[src/rtl/riscv_enc_pkg.sv]
// Shared types and constants for the RV32I field encoder / IMEM loader.
// Formats, loader FSM states, canonical NOP and a few base opcodes.
package riscv_enc_pkg;

  typedef enum logic [2:0] {
    FMT_R = 3'd0,
    FMT_I = 3'd1,
    FMT_S = 3'd2,
    FMT_B = 3'd3,
    FMT_U = 3'd4,
    FMT_J = 3'd5
  } fmt_e;

  typedef enum logic [1:0] {
    ST_IDLE = 2'd0,
    ST_LOAD = 2'd1,
    ST_FULL = 2'd2,
    ST_DONE = 2'd3
  } state_e;

  localparam logic [31:0] NOP_INSTR = 32'h0000_0013;

  localparam logic [6:0] OP_RTYPE  = 7'b0110011;
  localparam logic [6:0] OP_ITYPE  = 7'b0010011;
  localparam logic [6:0] OP_STORE  = 7'b0100011;
  localparam logic [6:0] OP_BRANCH = 7'b1100011;
  localparam logic [6:0] OP_LUI    = 7'b0110111;
  localparam logic [6:0] OP_JAL    = 7'b1101111;

  // Codes 6 and 7 have no instruction layout.
  function automatic logic is_legal_fmt(input logic [2:0] f);
    return (f <= FMT_J);
  endfunction

endpackage

[src/rtl/instr_encoder_loader_if.sv]
// Decoded-field bundle with valid/ready handshake feeding the loader.
// The producer drives the master modport; the loader is the slave.
interface instr_encoder_loader_if #(
  parameter int ADD_WIDTH = 5
);

  logic                 in_valid;
  logic                 in_ready;
  logic                 in_last;
  logic [2:0]           fmt;
  logic [6:0]           opcode;
  logic [2:0]           func3;
  logic [6:0]           func7;
  logic [ADD_WIDTH-1:0] add_rs1;
  logic [ADD_WIDTH-1:0] add_rs2;
  logic [ADD_WIDTH-1:0] add_rd;
  logic [31:0]          imm_value;

  modport master (
    output in_valid, in_last, fmt, opcode, func3, func7,
           add_rs1, add_rs2, add_rd, imm_value,
    input  in_ready
  );

  modport slave (
    input  in_valid, in_last, fmt, opcode, func3, func7,
           add_rs1, add_rs2, add_rd, imm_value,
    output in_ready
  );

endinterface

[src/rtl/instr_pack.sv]
// Combinational RV32I packer: decoded fields + format -> 32-bit word.
// Optional IMM_RANGE_CHECK_EN adds o_imm_err for immediates that do not fit.
module instr_pack
  import riscv_enc_pkg::*;
#(
  parameter int ADD_WIDTH = 5
) (
  input  logic [2:0]           i_fmt,
  input  logic [6:0]           i_opcode,
  input  logic [2:0]           i_func3,
  input  logic [6:0]           i_func7,
  input  logic [ADD_WIDTH-1:0] i_rs1,
  input  logic [ADD_WIDTH-1:0] i_rs2,
  input  logic [ADD_WIDTH-1:0] i_rd,
  input  logic [31:0]          i_imm,
  output logic [31:0]          o_word,
  output logic                 o_illegal
`ifdef IMM_RANGE_CHECK_EN
  ,
  output logic                 o_imm_err
`endif
);

  logic [4:0] w_rs1;
  logic [4:0] w_rs2;
  logic [4:0] w_rd;

  assign w_rs1 = 5'(i_rs1);
  assign w_rs2 = 5'(i_rs2);
  assign w_rd  = 5'(i_rd);

  always_comb begin
    // NOTE: defaults first so no path through the case infers a latch.
    o_word    = NOP_INSTR;
    o_illegal = 1'b0;
    case (i_fmt)
      FMT_R: o_word = {i_func7, w_rs2, w_rs1, i_func3, w_rd, i_opcode};
      FMT_I: o_word = {i_imm[11:0], w_rs1, i_func3, w_rd, i_opcode};
      FMT_S: o_word = {i_imm[11:5], w_rs2, w_rs1, i_func3, i_imm[4:0], i_opcode};
      FMT_B: o_word = {i_imm[12], i_imm[10:5], w_rs2, w_rs1, i_func3,
                       i_imm[4:1], i_imm[11], i_opcode};
      FMT_U: o_word = {i_imm[31:12], w_rd, i_opcode};
      FMT_J: o_word = {i_imm[20], i_imm[10:1], i_imm[11], i_imm[19:12],
                       w_rd, i_opcode};
      default: o_illegal = 1'b1;
    endcase
  end

`ifdef IMM_RANGE_CHECK_EN
  logic signed [31:0] w_simm;
  assign w_simm = $signed(i_imm);

  // Word is still written truncated; this only flags the lost bits.
  always_comb begin
    o_imm_err = 1'b0;
    case (i_fmt)
      FMT_I, FMT_S:
        o_imm_err = (w_simm < -32'sd2048) || (w_simm > 32'sd2047);
      FMT_B:
        o_imm_err = (w_simm < -32'sd4096) || (w_simm > 32'sd4094) || i_imm[0];
      FMT_J:
        o_imm_err = (w_simm < -32'sd1048576) || (w_simm > 32'sd1048574) || i_imm[0];
      FMT_U:
        o_imm_err = |i_imm[11:0];
      default: o_imm_err = 1'b0;
    endcase
  end
`endif

endmodule

[src/rtl/instr_encoder_loader.sv]
// Encodes decoded field bundles into RV32I words and streams them into IMEM.
// Optional feature macro: IMM_RANGE_CHECK_EN (adds sticky err_imm output).
module instr_encoder_loader
  import riscv_enc_pkg::*;
#(
  parameter int ADD_WIDTH  = 5,
  parameter int DATA_WIDTH = 32,
  parameter int IMEM_AW    = 8
) (
  input  logic                  clk,
  input  logic                  rst,
  input  logic                  start,
  instr_encoder_loader_if.slave bus,
  output logic                  imem_we,
  output logic [IMEM_AW-1:0]    imem_addr,
  output logic [DATA_WIDTH-1:0] imem_wdata,
  output logic [IMEM_AW:0]      word_count,
  output logic                  load_done,
  output logic                  overflow,
  output logic                  err_fmt
`ifdef IMM_RANGE_CHECK_EN
  ,
  output logic                  err_imm
`endif
);

  state_e                r_state;
  state_e                w_state_nxt;
  logic [IMEM_AW-1:0]    r_ptr;
  logic [IMEM_AW:0]      r_count;
  logic                  r_we;
  logic [IMEM_AW-1:0]    r_addr;
  logic [DATA_WIDTH-1:0] r_wdata;
  logic                  r_overflow;
  logic                  r_err_fmt;

  logic                  w_xfer;
  logic [31:0]           w_word;
  logic                  w_illegal;

  // start outranks a bundle presented in the same cycle: that bundle is dropped.
  assign bus.in_ready = (r_state == ST_LOAD);
  assign w_xfer       = bus.in_valid && bus.in_ready && !start;

`ifdef IMM_RANGE_CHECK_EN
  logic w_imm_err;
  logic r_err_imm;
`endif

  instr_pack #(
    .ADD_WIDTH (ADD_WIDTH)
  ) u_pack (
    .i_fmt     (bus.fmt),
    .i_opcode  (bus.opcode),
    .i_func3   (bus.func3),
    .i_func7   (bus.func7),
    .i_rs1     (bus.add_rs1),
    .i_rs2     (bus.add_rs2),
    .i_rd      (bus.add_rd),
    .i_imm     (bus.imm_value),
    .o_word    (w_word),
    .o_illegal (w_illegal)
`ifdef IMM_RANGE_CHECK_EN
    ,
    .o_imm_err (w_imm_err)
`endif
  );

  always_comb begin
    w_state_nxt = r_state;
    if (start) begin
      w_state_nxt = ST_LOAD;
    end else begin
      case (r_state)
        ST_LOAD: begin
          if (w_xfer) begin
            if (bus.in_last)  w_state_nxt = ST_DONE;
            else if (&r_ptr)  w_state_nxt = ST_FULL;
          end
        end
        default: w_state_nxt = r_state;
      endcase
    end
  end

  always_ff @(posedge clk or posedge rst) begin
    if (rst) begin
      r_state    <= ST_IDLE;
      r_ptr      <= '0;
      r_count    <= '0;
      r_we       <= 1'b0;
      r_addr     <= '0;
      r_wdata    <= '0;
      r_overflow <= 1'b0;
      r_err_fmt  <= 1'b0;
    end else begin
      // NOTE: non-blocking so every register here samples pre-edge values.
      r_state <= w_state_nxt;
      r_we    <= w_xfer;
      if (start) begin
        r_ptr      <= '0;
        r_count    <= '0;
        r_addr     <= '0;
        r_overflow <= 1'b0;
        r_err_fmt  <= 1'b0;
      end else begin
        if (w_xfer) begin
          r_ptr     <= r_ptr + 1'b1;
          r_count   <= r_count + 1'b1;
          r_addr    <= r_ptr;
          r_wdata   <= DATA_WIDTH'(w_word);
          r_err_fmt <= r_err_fmt | w_illegal;
        end
        if ((r_state == ST_FULL) && bus.in_valid) r_overflow <= 1'b1;
      end
    end
  end

`ifdef IMM_RANGE_CHECK_EN
  always_ff @(posedge clk or posedge rst) begin
    if (rst)         r_err_imm <= 1'b0;
    else if (start)  r_err_imm <= 1'b0;
    else if (w_xfer) r_err_imm <= r_err_imm | w_imm_err;
  end

  assign err_imm = r_err_imm;
`endif

  assign imem_we    = r_we;
  assign imem_addr  = r_addr;
  assign imem_wdata = r_wdata;
  assign word_count = r_count;
  assign load_done  = (r_state == ST_DONE);
  assign overflow   = r_overflow;
  assign err_fmt    = r_err_fmt;

endmodule
[src/flat_wrapper.sv]
// flat-port wrapper written by rule: the top's interface ports become plain ports
module instr_encoder_loader_flat import riscv_enc_pkg::*;
#(
  parameter int ADD_WIDTH  = 5,
  parameter int DATA_WIDTH = 32,
  parameter int IMEM_AW    = 8
)
  (clk, rst, start, imem_we, imem_addr, imem_wdata, word_count, load_done, overflow, err_fmt, bus_in_valid, bus_in_last, bus_fmt, bus_opcode, bus_func3, bus_func7, bus_add_rs1, bus_add_rs2, bus_add_rd, bus_imm_value, bus_in_ready);
  instr_encoder_loader_if #(.ADD_WIDTH(ADD_WIDTH)) bus_i ();
  input  logic clk;
  input  logic rst;
  input  logic start;
  output logic imem_we;
  output logic [IMEM_AW-1:0] imem_addr;
  output logic [DATA_WIDTH-1:0] imem_wdata;
  output logic [IMEM_AW:0] word_count;
  output logic load_done;
  output logic overflow;
  output logic err_fmt;
  input wire logic [$bits(bus_i.in_valid)-1:0] bus_in_valid;
  input wire logic [$bits(bus_i.in_last)-1:0] bus_in_last;
  input wire logic [$bits(bus_i.fmt)-1:0] bus_fmt;
  input wire logic [$bits(bus_i.opcode)-1:0] bus_opcode;
  input wire logic [$bits(bus_i.func3)-1:0] bus_func3;
  input wire logic [$bits(bus_i.func7)-1:0] bus_func7;
  input wire logic [$bits(bus_i.add_rs1)-1:0] bus_add_rs1;
  input wire logic [$bits(bus_i.add_rs2)-1:0] bus_add_rs2;
  input wire logic [$bits(bus_i.add_rd)-1:0] bus_add_rd;
  input wire logic [$bits(bus_i.imm_value)-1:0] bus_imm_value;
  output wire logic [$bits(bus_i.in_ready)-1:0] bus_in_ready;
  assign bus_i.in_valid = bus_in_valid;
  assign bus_i.in_last = bus_in_last;
  assign bus_i.fmt = bus_fmt;
  assign bus_i.opcode = bus_opcode;
  assign bus_i.func3 = bus_func3;
  assign bus_i.func7 = bus_func7;
  assign bus_i.add_rs1 = bus_add_rs1;
  assign bus_i.add_rs2 = bus_add_rs2;
  assign bus_i.add_rd = bus_add_rd;
  assign bus_i.imm_value = bus_imm_value;
  assign bus_in_ready = bus_i.in_ready;
  instr_encoder_loader #(.ADD_WIDTH(ADD_WIDTH), .DATA_WIDTH(DATA_WIDTH), .IMEM_AW(IMEM_AW)) u_core (.clk(clk), .rst(rst), .start(start), .bus(bus_i), .imem_we(imem_we), .imem_addr(imem_addr), .imem_wdata(imem_wdata), .word_count(word_count), .load_done(load_done), .overflow(overflow), .err_fmt(err_fmt));
endmodule
[config.mk]
export PLATFORM = sky130hd
export DESIGN_NAME = instr_encoder_loader_flat
export DESIGN_NICKNAME = d
export VERILOG_FILES = /design/src/rtl/riscv_enc_pkg.sv /design/src/rtl/instr_encoder_loader_if.sv /design/src/rtl/instr_pack.sv /design/src/rtl/instr_encoder_loader.sv /design/src/flat_wrapper.sv
export SDC_FILE = /design/constraint.sdc
export NUM_CORES = 1
export LEC_CHECK = 0
export BUFFER_PORTS_ARGS = -buffer_cell sky130_fd_sc_hd__buf_2
export CAP_MARGIN = 20
export CORE_MARGIN = 1
export CORE_UTILIZATION = 48
export CTS_CLUSTER_SIZE = 16
export DETAILED_ROUTE_END_ITERATION = 10
export GPL_TIMING_DRIVEN = 0
export MAX_ROUTING_LAYER = met4
export PLACE_DENSITY = 0.89
export SETUP_SLACK_MARGIN = 0.02
export SLEW_MARGIN = 20
export SYNTH_ARGS = -nofsm -noshare
export SYNTH_HDL_FRONTEND = slang
export SYNTH_SLANG_ARGS = --single-unit
[constraint.sdc]
create_clock -name clk -period 1.9 [get_ports clk]
set_clock_uncertainty 0.05 [all_clocks]
set_input_delay 0.095 -clock clk [delete_from_list [all_inputs] [get_ports clk]]
set_output_delay 0.095 -clock clk [all_outputs]
set_load 0.005 [all_outputs]
==> impl_metrics.csv, run 1 <==
group,metric,value,unit
logic_synthesis,synth_seq_cells,62,
hold_path,hold_start,"bus_opcode[1]",
clocking,cts_setup_buffers,0,
timing,finalMaxSlewViolations,0,
timing,hold_violations,0,
routing,viasPerCell,5.49,
logic_synthesis,synthCells,322,
timing,slew_headroom,0.675,
placed_design,dp_hpwl,6070,um
logic_synthesis,synth_warnings,0,
logic_synthesis,syn_avg_cell_area,9.51,sq um
logic_synthesis,synth_nets,396,
critical_path,crit_fanout,10,
routing,drc,0,
logic_synthesis,ys_top_cells_by_area,"dfrtp_1 (51%), nor2_1 (6.5%), nand2_1 (4.7%)",
power,p_leak,0.00209,uW
die,rows,28,
clocking,cts_tree,"built",
timing,worst_slack,0.304,ns
power,power,3320,uW
clocking,cts_resized,0,
critical_path,crit_type,"reg -> reg",
routing,wl_met1,3800,um
grt,grt_pass1_wl,14200,um
routing,num_vias,3095,
die,start_util,0.508,
run_status,status,"finished clean",
placed_design,io_buffer_count,124,
clocking,cts_buffer_depth,2,
timing,period_minus_slack,1.60,ns
critical_path,critical_path_required,2.05,ns
logic_synthesis,synthFlopType,"dfrtp_1",
cells_and_area,num-fill-cells,485,
routing,drtAntennaViolNets,0,
critical_path,setup.worst_path.start,"u_core.r_state[1]",
power,vdd.ir_drop.worst,0.496,mV
cells_and_area,drive_above_1_share,0.344,
grt,grt_overflow,0,
clocking,root_buffer,"clkbuf_8",
critical_path,critPathCaptureType,"register",
logic_synthesis,yosys.cell_types.count,36,
die,die_w,81.9,um
cells_and_area,final_core_util,0.705,
clocking,worstSkewPairLatency,0.32,ns
routing,drtPass1Iterations,4,
cells_and_area,stdcell_area,0.00425,sq mm
placed_design,globalplace.congestion,0.872,
logic_synthesis,synth_edf_count,0,
critical_path,cp.arrival,1.74,ns
logic_synthesis,yosysSeqAreaShare,0.507,
logic_synthesis,synth_top_area_frac,0.507,
timing,worst_slew_pin_slew,0.487,ns
flow_run,drv_cap,0,
timing,rsz0062_at_grt,"false",
logic_synthesis,syn_area,0.00306,sq mm
hold_path,hold_path.class,"in -> reg",
routing,top_layer,"met4",
routing,drt-initial-drc-count,158,
die,core,0.00603,sq mm
critical_path,cp-start-kind,"register",
timing,hold_ws,0.0176,ns
clocking,path_clk_slew,0.06,ns
cells_and_area,syn2layout_area_growth,38.6,%
placed_design,dpl_cell_area,0.00380,sq mm
grt,grt_pass1_vias,3137,
die,dieArea,0.00670,sq mm
clocking,htree_num_levels,3,
critical_path,rr_startpoint,"u_core.r_state[1]",
grt,grt.total_usage,0.295,
placed_design,pre_cts_ws,0.381,ns
grt,antenna_found_initial,0,
logic_synthesis,postSynth.asyncResetShare,1.00,
timing,fmax,627,MHz
die,die-height,81.9,um
routing,wl_per_cell,15.8,um
logic_synthesis,yosys.area.top_type,"dfrtp_1",
clocking,cts-buffers-inserted,9,
die,boundaryPins,126,
cells_and_area,seq_area,0.00155,sq mm
power,p_per_area,782,mW/mm^2
routing,routed-wl-met2,4390,um
timing,period_share,0.840,
clocking,cts_sinks,62,
cells_and_area,multi_input_area,0.00133,sq mm
cells_and_area,nets,558,
timing,setup_violations,0,
routing,wirelength,8910,um
clocking,hold_buffers,26,
cells_and_area,num_antenna_cells,0,
routing,dr_wl_met3,358,um
grt,grt_max_degree,38,
[worst paths after layout]
check                           cells after the start  slack (ns)                     to
worst max-delay path                                6        0.30  u_core.imem_wdata[11]
worst min-delay path                                3        0.02   u_core.imem_wdata[1]
worst max register to register                      6        0.30  u_core.imem_wdata[11]
worst min register to register                      2        0.42   u_core.imem_wdata[2]
max in group asynchronous                           4        1.05  u_core.imem_wdata[28]
min in group asynchronous                           3        0.24   u_core.imem_wdata[5]
[synthesized netlist by cell type (all sizes together), types with 6 or more instances]
library cell	instances
nand3	8
a221oi	13
inv	7
dfrtp	62
nand2	38
o31a	6
mux2	7
xnor2	8
mux2i	7
a21oi	27
nor2	53
o21ai	18
buf	18
nor2b	6
[metrics by stage]
stage / setup TNS, ns / std cells
6_report: 0 / 564
5_1_grt: 0 / 564
4_1_cts: 0 / 564
3_5_place_dp: 0 / 522
3_3_place_gp: -30.66 / 521
2_1_floorplan: 0 / 322
[cell type report]
cell class / instances / area share
multi-input cells: 230 / 0.313
repair buffers: 151 / 0.212
plain buffers: 22 / 0.0351
flip-flops and latches: 62 / 0.365
well taps: 75 / 0.0221
clock inverters: 3 / 0.00412
inverters: 8 / 0.00825
clock buffers: 13 / 0.0398
[power breakdown]
group          internal (uW)  switching, uW  total (uW)
Clock                    577            494        1070
Sequential              1470           89.0        1560
Combinational            344            350         694
Total                   2390            932        3320
[cells in the final DEF, fill, tap and decap left out, types with 5 or more instances in the layout]
| cell type | n |
|---|---|
| o31a_1 | 6 |
| buf_4 | 5 |
| buf_2 | 132 |
| xnor2_1 | 8 |
| xor2_1 | 5 |
| nor3_1 | 5 |
| o21ai_0 | 13 |
| a21oi_1 | 27 |
| a31oi_1 | 5 |
| nand3_1 | 8 |
| nor2b_1 | 6 |
| nor2_1 | 53 |
| a221oi_1 | 13 |
| dfrtp_1 | 62 |
| buf_6 | 5 |
| nand4_1 | 5 |
| inv_1 | 5 |
| a22oi_1 | 5 |
| dlygate4sd3_1 | 26 |
| clkbuf_8 | 12 |
| nand2_1 | 38 |
| mux2_2 | 6 |
| mux2i_1 | 7 |
| clkbuf_1 | 5 |
| o21ai_1 | 5 |
[routing by layer]
layer  up-vias  global-route usage
met2       140               0.469
met3        43              0.0478
met5         -                   -
li1       1445                   -
met4         0               0.181
met1      1467               0.349
[sequential cells by signal (all words and copies together) (netlist names)]
register	count
u_core.overflow	1
u_core.imem_we	1
u_core.word_count	9
u_core.r_ptr	8
u_core.r_state	2
u_core.imem_wdata	32
u_core.err_fmt	1
u_core.imem_addr	8
[kinds of logic after synthesis]
group	Yosys count	share of synthesized area
xor+xnor	13	0.0372
buf+inv	30	0.0592
mux	14	0.0498
flops	62	0.507
simple gates	126	0.186
fa+ha+maj	2	0.00817
compound gates	75	0.153
[critical path, stage by stage, from the launching register on]
cell and delay [ns]:
dfrtp_1 0.42, and3b_1 0.25, nand2b_1 0.06, buf_4 0.17
buf_6 0.14, a221oi_1 0.30, nor2_1 0.08
Power figures use the tool's default switching activity.
==> inputs of run 2 (changes only) <==
- CORE_UTILIZATION: 48 -> 43
- PLACE_DENSITY: 0.89 -> 0.85
- clock period: 1.9 -> 1.45 ns (I/O delays scaled with it)
==> impl_metrics.csv, run 2 (synthesized netlist as in run 1, its figures left out) <==
group,metric,value,unit
timing,hold_ws,0.0232,ns
routing,num_vias,3189,
hold_path,hold_depth,3,
clocking,root_buffer,"clkbuf_8",
cells_and_area,num-fill-cells,569,
hold_path,hold_path.class,"in -> reg",
critical_path,crit_type,"reg -> reg",
clocking,worstSkewPairLatency,0.33,ns
cells_and_area,seq_area,0.00155,sq mm
die,die_w,86.4,um
routing,drt-initial-drc-count,201,
timing,setup_violations,2,
cells_and_area,nets,570,
grt,grt_pass1_wl,14700,um
clocking,cts_tree,"built",
flow_run,drv_cap,0,
critical_path,cp_slowest_cell,"dfrtp_1",
clocking,cts_sinks,62,
cells_and_area,final_core_util,0.672,
timing,worst_slew_pin_slew,0.688,ns
cells_and_area,drive_above_1_share,0.402,
timing,period_share,1.00,
cells_and_area,final_cells,598,
placed_design,dp_hpwl,6260,um
cells_and_area,syn2layout_area_growth,49.8,%
critical_path,critical_path_required,1.65,ns
timing,finalMaxSlewViolations,0,
routing,viasPerCell,5.33,
grt,antenna_found_initial,2,
die,start_util,0.448,
grt,grt.total_usage,0.269,
routing,drc,0,
run_status,violations,"negative setup slack",
clocking,cts-buffers-inserted,9,
routing,drtPass1Iterations,4,
timing,slew_headroom,0.541,
power,power,4590,uW
critical_path,critPathCaptureType,"register",
placed_design,globalplace.congestion,0.904,
timing,fin_setup_tns,-0.00211,ns
grt,grt_max_degree,35,
die,dieArea,0.00746,sq mm
power,p_leak,0.00218,uW
critical_path,crit_fanout,10,
placed_design,io_buffer_count,124,
grt,grt_overflow,0,
clocking,cts_buffer_depth,2,
timing,rsz0062_at_grt,"true",
placed_design,dp.cells,543,
cells_and_area,largest_reg_flops,32,
die,die-height,86.4,um
power,vdd.ir_drop.worst,0.579,mV
routing,wirelength,10100,um
timing,hold_violations,0,
die,boundaryPins,126,
critical_path,cpPeakStageDelay,0.39,ns
critical_path,cp.arrival,1.65,ns
cells_and_area,multi_input_area,0.00148,sq mm
power,p_per_area,1000,mW/mm^2
cells_and_area,mostFrequentLayoutCell,"buf_2",
clocking,path_clk_slew,0.07,ns
timing,fmax,689,MHz
cells_and_area,layout_common_cells,"buf_2 (132), dfrtp_1 (62), nor2_1 (42), nand2_1 (38), dlygate4sd3_1 (33)",
die,rows,30,
die,core,0.00683,sq mm
clocking,htree_num_levels,3,
timing,worst_slack,-0.00106,ns
routing,drtAntennaViolNets,0,
grt,grt_pass1_vias,3136,
critical_path,cp-start-kind,"register",
critical_path,reg2reg_depth,5,
routing,wl_per_cell,16.9,um
run_status,status,"complete, but fails checks",
timing,period_minus_slack,1.45,ns
critical_path,path_cells,"and3b_1 -> buf_2 -> buf_4 -> nand2_1 -> a21oi_1",
[run 2: cell types whose count changed in the layout (fill, tap and decap cells not counted), moves of 2 or more]
cell / delta
a221oi_1: -10
a221oi_2: +8
a221oi_4: +2
buf_12: +3
clkbuf_8: -2
diode_2: +2
dlygate4sd3_1: +7
inv_4: -2
nor2_1: -11
nor2_2: +10
nor3_1: -5
nor3_2: +5
[run 2: what timing repair did]
item	4_1_cts	5_1_grt
hold buffers	33	0
endpoints found under the hold margin	49	0
endpoints found under the setup margin	39	49
setup buffers	1	3
pin swaps	0	3
gates cloned	0	1
gates resized for setup	8	37
[run 2: cell type report]
class                           instances  area share
Timing Repair Buffer                  163       0.219
Inverter                                8     0.00900
Clock inverter                          4      0.0104
Sequential cell                        62       0.338
Multi-Input combinational cell        230       0.323
Buffer                                 22      0.0420
Tap cell                               96      0.0262
Antenna cell                            2     0.00109
Clock buffer                           11      0.0308
[run 2: critical path: cells and delay by family, from the launching register on]
family                 cells  cell delay, ns
AOI/OAI and AO/OA          1            0.15
buffers and inverters      2            0.47
DFF                        1            0.39
and+or+nand+nor            2            0.31
[run 2: final timing paths]
kind,start,slack (ns),endpoint
setup / recovery,u_core.r_state[1],-0.001,u_core.word_count[1]
hold / removal,bus_imm_value[4],0.02,u_core.imem_wdata[11]
setup reg to reg,u_core.r_state[1],-0.001,u_core.word_count[1]
hold reg to reg,u_core.imem_wdata[3],0.42,u_core.imem_wdata[3]
max in group asynchronous,rst,0.42,u_core.imem_wdata[28]
min in group asynchronous,rst,0.34,u_core.imem_wdata[31]
[run 2: report_power, final]
| part | total, uW | leakage [uW] | internal, uW | switching (uW) |
|---|---|---|---|---|
| Combinational | 1040 | 0.00130 | 515 | 521 |
| Clock | 1500 | 0.0000952 | 826 | 672 |
| Sequential | 2050 | 0.000786 | 1920 | 131 |
[run 2: routing by layer]
layer,vias up,part of all wire,global-route usage
li1,1469,-,-
met1,1534,0.41,0.313
met2,140,0.50,0.441
met3,46,0.045,0.0390
met4,0,0.046,0.168
met5,-,0,-
[run 2: stage by stage]
| stage | worst slack, ns | area (sq um) |
|---|---|---|
| 2_1_floorplan | 0.0641 | 3070 |
| 6_report | -0.00106 | 4590 |
| 3_3_place_gp | -0.0391 | 3810 |
| 5_1_grt | -0.108 | 4590 |
| 4_1_cts | 0.0207 | 4390 |
| 3_5_place_dp | -0.107 | 3830 |
